[config.mk]
export PLATFORM = sky130hd
export DESIGN_NAME = data_mem_copy_dma
export DESIGN_NICKNAME = d
export VERILOG_FILES = /design/src/rtl/data_mem_copy_dma.sv
export SDC_FILE = /design/constraint.sdc
export NUM_CORES = 1
export LEC_CHECK = 0
export CAP_MARGIN = 20
export CORE_UTILIZATION = 44
export DETAILED_ROUTE_END_ITERATION = 8
export PLACE_DENSITY = 0.81
export SLEW_MARGIN = 30
export SYNTH_ARGS = -nofsm -noshare
export SYNTH_HDL_FRONTEND = slang
export SYNTH_SLANG_ARGS = --single-unit
[constraint.sdc]
create_clock -name clk -period 4.06 [get_ports clk]
set_clock_uncertainty 0.15 [all_clocks]
set_input_delay 0.812 -clock clk [delete_from_list [all_inputs] [get_ports clk]]
set_output_delay 0.812 -clock clk [all_outputs]
set_load 0.1 [all_outputs]
[src/rtl/data_mem_copy_dma.sv]
// Single-channel word-copy DMA mastering a 1-cycle-latency single-port data memory.
// Optional running checksum of copied words: define DATA_MEM_COPY_DMA_CSUM_EN.
module data_mem_copy_dma #(
   parameter int ADDR_W = 13,
   parameter int DATA_W = 32,
   parameter int LEN_W  = 14
) (
   input  logic                  clk,
   input  logic                  reset,
   input  logic                  start,
   input  logic [ADDR_W-1:0]     src_addr,
   input  logic [ADDR_W-1:0]     dst_addr,
   input  logic [LEN_W-1:0]      length,
   input  logic                  abort,
   output logic                  busy,
   output logic                  done,
   output logic                  aborted,
   output logic [LEN_W-1:0]      words_done,
   output logic [ADDR_W-1:0]     mem_address,
   output logic [DATA_W/8-1:0]   mem_byteenable,
   output logic                  mem_chipselect,
   output logic                  mem_write,
   output logic [DATA_W-1:0]     mem_writedata,
   output logic                  mem_clken,
   input  logic [DATA_W-1:0]     mem_readdata
`ifdef DATA_MEM_COPY_DMA_CSUM_EN
   ,
   output logic [DATA_W-1:0]     csum
`endif
);

   typedef enum logic [1:0] {IDLE, RD, WR, DONE} state_t;

   state_t            state;
   logic [ADDR_W-1:0] src_ptr;
   logic [ADDR_W-1:0] dst_ptr;
   logic [LEN_W-1:0]  remaining;
   logic              abort_pend;
   logic              stop_now;

   // An abort seen in this WR cycle or any earlier RD/WR ends the copy after this write.
   assign stop_now = (remaining == LEN_W'(1)) || abort_pend || abort;

   always_ff @(posedge clk) begin
      if (reset) begin
         state      <= IDLE;
         words_done <= '0;
         aborted    <= 1'b0;
         abort_pend <= 1'b0;
`ifdef DATA_MEM_COPY_DMA_CSUM_EN
         csum       <= '0;
`endif
      end else begin
         case (state)
            IDLE: begin
               if (start) begin
                  src_ptr    <= src_addr;
                  dst_ptr    <= dst_addr;
                  remaining  <= length;
                  words_done <= '0;
                  aborted    <= 1'b0;
                  abort_pend <= 1'b0;
`ifdef DATA_MEM_COPY_DMA_CSUM_EN
                  csum       <= '0;
`endif
                  state      <= (length == '0) ? DONE : RD;
               end
            end
            RD: begin
               if (abort) abort_pend <= 1'b1;
               state <= WR;
            end
            WR: begin
               src_ptr    <= src_ptr + ADDR_W'(1);
               dst_ptr    <= dst_ptr + ADDR_W'(1);
               remaining  <= remaining - LEN_W'(1);
               words_done <= words_done + LEN_W'(1);
`ifdef DATA_MEM_COPY_DMA_CSUM_EN
               csum       <= csum + mem_readdata;
`endif
               if (stop_now) begin
                  aborted <= abort_pend | abort;
                  state   <= DONE;
               end else begin
                  state   <= RD;
               end
            end
            default: state <= IDLE;
         endcase
      end
   end

   assign busy           = (state == RD) || (state == WR);
   assign done           = (state == DONE);
   assign mem_byteenable = '1;
   assign mem_clken      = 1'b1;

   // Memory port follows state directly so the read word can be written back the next cycle.
   always_comb begin
      mem_address    = '0;
      mem_chipselect = 1'b0;
      mem_write      = 1'b0;
      mem_writedata  = '0;
      case (state)
         RD: begin
            mem_address    = src_ptr;
            mem_chipselect = 1'b1;
         end
         WR: begin
            mem_address    = dst_ptr;
            mem_chipselect = 1'b1;
            mem_write      = 1'b1;
            mem_writedata  = mem_readdata;
         end
         default: ;
      endcase
   end

endmodule

==> flow_metrics.py <==
metrics = {
    "die": {
        "dieWidth_um": 93.37,
        "start_util": 0.4657,
        "die_y_um": 93.37,
        "rows": 32,
        "boundaryPins": 145,
        "core-area_um2": 7888,
        "design.die.area_um2": 8718,
    },
    "global_route": {
        "grt_max_degree": 84,
        "grt_pass1_wl_um": 15590,
        "grt_pass1_vias": 3262,
        "antenna_found_initial": 0,
        "grt.overflow.total": 0,
        "grt_usage": 0.2277,
    },
    "critical_path": {
        "crit_path_start_kind": "flop",
        "critPathRequiredTime_ps": 3100,
        "critPathCaptureType": "output port",
        "path_class": "flop to output port",
        "arrival_ps": 2230,
        "crit_fanout": 4,
    },
    "place": {
        "gp_congestion": 0.8036,
        "detailed_place_hpwl_um": 7353,
        "place_ws_ps": 1095,
        "postPlaceCellArea_um2": 5037,
        "portBuffers": 139,
    },
    "drt": {
        "routed_via_density": 5.349,
        "drt_wl_total_um": 9685,
        "drc_errors": 0,
        "ant_nets": 0,
        "vias": 3418,
        "detail_route.wl_per_cell_um": 15.16,
        "drtPass1Iterations": 4,
        "first_iter_violations": 139,
    },
    "final_layout": {
        "antenna_cells": 0,
        "final_nets": 617,
        "fin_util": 0.6626,
        "area_growth_pct": 42.27,
        "fin_area_um2": 5226,
        "drive_above_1_share": 0.1639,
    },
    "cts": {
        "cts_setup_buffers": 0,
        "cts.clk_slew.worst_paths_ps": 70,
        "cts_hold_buf": 0,
        "numCtsBuffers": 9,
        "root_buffer": "clkbuf_8",
        "post_cts_resize_count": 0,
        "clk_latency_ps": 330,
        "htree_levels": 3,
        "cts_tree": "yes",
        "clockBufferDepth": 2,
        "clock_sinks": 58,
    },
    "sta": {
        "setup_violations": 0,
        "fin_setup_tns_ps": 0,
        "hold_violations": 0,
        "grt_setup_unrepaired": "false",
        "post-route-period-util": 0.7858,
        "setup_ws_ps": 869.7,
        "timing.fmax_ghz": 0.3135,
        "worst_pin_slew_ps": 1004,
        "whs_ps": 349.2,
        "relSlewSlack": 0.3284,
        "post-route-min-period_ps": 3190,
        "slew_violations": 0,
    },
    "power_and_ir_drop": {
        "pwr_density_cell_nw_per_um2": 364.5,
        "vdd_drop_max_mv": 0.2238,
        "leakage_nw": 1.906,
    },
    "synth": {
        "syn_inst": 401,
        "yosys.area.top_type_share": 0.3270,
        "synth_area_um2": 3674,
        "synthFlopType": "edfxtp_1",
        "synthTopCellsByArea": "edfxtp_1 33%, dfxtp_1 9.8%, and2_1 5.4%",
        "synth_top_area_cell": "edfxtp_1",
        "syn_avg_cell_area_um2": 9.161,
        "ys_warn_count": 0,
        "synth_enable_flop_cells": 40,
        "synthDistinctLibCells": 46,
        "async_reset_ff_frac": 0,
        "ys_ff_latch": 58,
        "ys_seq_area_frac": 0.4251,
    },
    "run_status": {
        "outcome": "finished clean",
    },
    "worst_hold_path": {
        "hp-class": "flop to flop",
    },
    "flow_run": {
        "cap_violations": 0,
    },
}
==> per-layer routing <==
| metal | up-vias | wire length, um | GRT usage |
|---|---|---|---|
| li1 | 1688 | - | - |
| met1 | 1577 | 3749 | 0.2633 |
| met2 | 148 | 5046 | 0.4203 |
| met3 | 5 | 859 | 0.06260 |
| met4 | 0 | 29 | 0.04231 |
| met5 | - | 0 | 0 |
==> flip-flops by register name (all words and copies together), names as in the netlist <==
name and cells:
state 2, words_done 14, abort_pend 1, aborted 1, dst_ptr 13, remaining 14
src_ptr 13
==> cell usage in the layout, fill, tap and decap left out, drive strengths merged, types with 4 or more instances in the layout <==
master and n:
a21oi 37, mux2i 11, and3 4, clkdlybuf4s50 91, dfxtp 18, conb 5
inv 9, o21ai 6, nand3 13, nor2b 14, buf 51, nor2 53
xor2 19, edfxtp 40, mux2 5, or3 5, and2 32, xnor2 14
nand4 12, clkbuf 13, nand2 16, ha 9, nor3 8, nor4 6
a22oi 13
==> final timing paths <==
path	start	endpoint	slack (ps)	depth (start not counted)
worst min-delay path	words_done[13]	words_done[13]	350	2
worst min register to register	words_done[13]	words_done[13]	350	2
worst max-delay path	state[1]	done	870	2
worst max register to register	state[1]	words_done[13]	1330	5
==> stage by stage <==
| step | instances | power (mW) |
|---|---|---|
| finish | 639 | 1.905 |
| global route | 639 | 1.989 |
| CTS | 639 | 1.918 |
| detailed placement | 623 | 1.397 |
| global placement | 623 | 1.387 |
| floorplan | 405 | 1.219 |
==> layout make-up <==
| class | count | area (um2) |
|---|---|---|
| inverter | 9 | 33.78 |
| fill | 622 | 2661 |
| clock buffer | 13 | 148.9 |
| tap | 102 | 127.6 |
| multi-input combinational | 312 | 2021 |
| timing repair buffer | 142 | 1294 |
| sequential | 58 | 1562 |
| clock inverter | 3 | 40.04 |
==> Yosys cell counts, types with 5 or more instances <==
| master | number |
|---|---|
| a21oi_1 | 37 |
| a22oi_1 | 13 |
| and2_1 | 32 |
| buf_4 | 7 |
| clkbuf_1 | 15 |
| dfxtp_1 | 18 |
| edfxtp_1 | 40 |
| ha_1 | 9 |
| inv_1 | 9 |
| mux2_2 | 5 |
| mux2i_1 | 10 |
| nand2_1 | 16 |
| nand3_1 | 13 |
| nand4_1 | 12 |
| nor2_1 | 53 |
| nor2b_1 | 14 |
| nor3_1 | 8 |
| nor4_1 | 5 |
| o21ai_0 | 6 |
| xnor2_1 | 14 |
| xor2_1 | 19 |
==> where the power goes <==
part / internal (mW) / switching, mW / total, mW
registers: 0.686 / 0.0417 / 0.728
logic: 0.210 / 0.446 / 0.656
clock network: 0.299 / 0.221 / 0.520
total: 1.20 / 0.709 / 1.90
==> logic make-up after synthesis <==
kind of cell,Yosys count,synth area share
buf+inv,35,0.04325
fa+ha+maj,9,0.03065
simple gates,180,0.2633
flops,58,0.4251
mux,16,0.04632
xor+xnor,33,0.07868
other cells,1,0.001021
compound gates,69,0.1117
==> worst max-delay path, cell delays in order (launching register included) <==
cell	delay (ps)
dfxtp_1	440
ha_1	280
clkdlybuf4s50_1	1190
No activity file was read; power rests on OpenSTA's default activity.
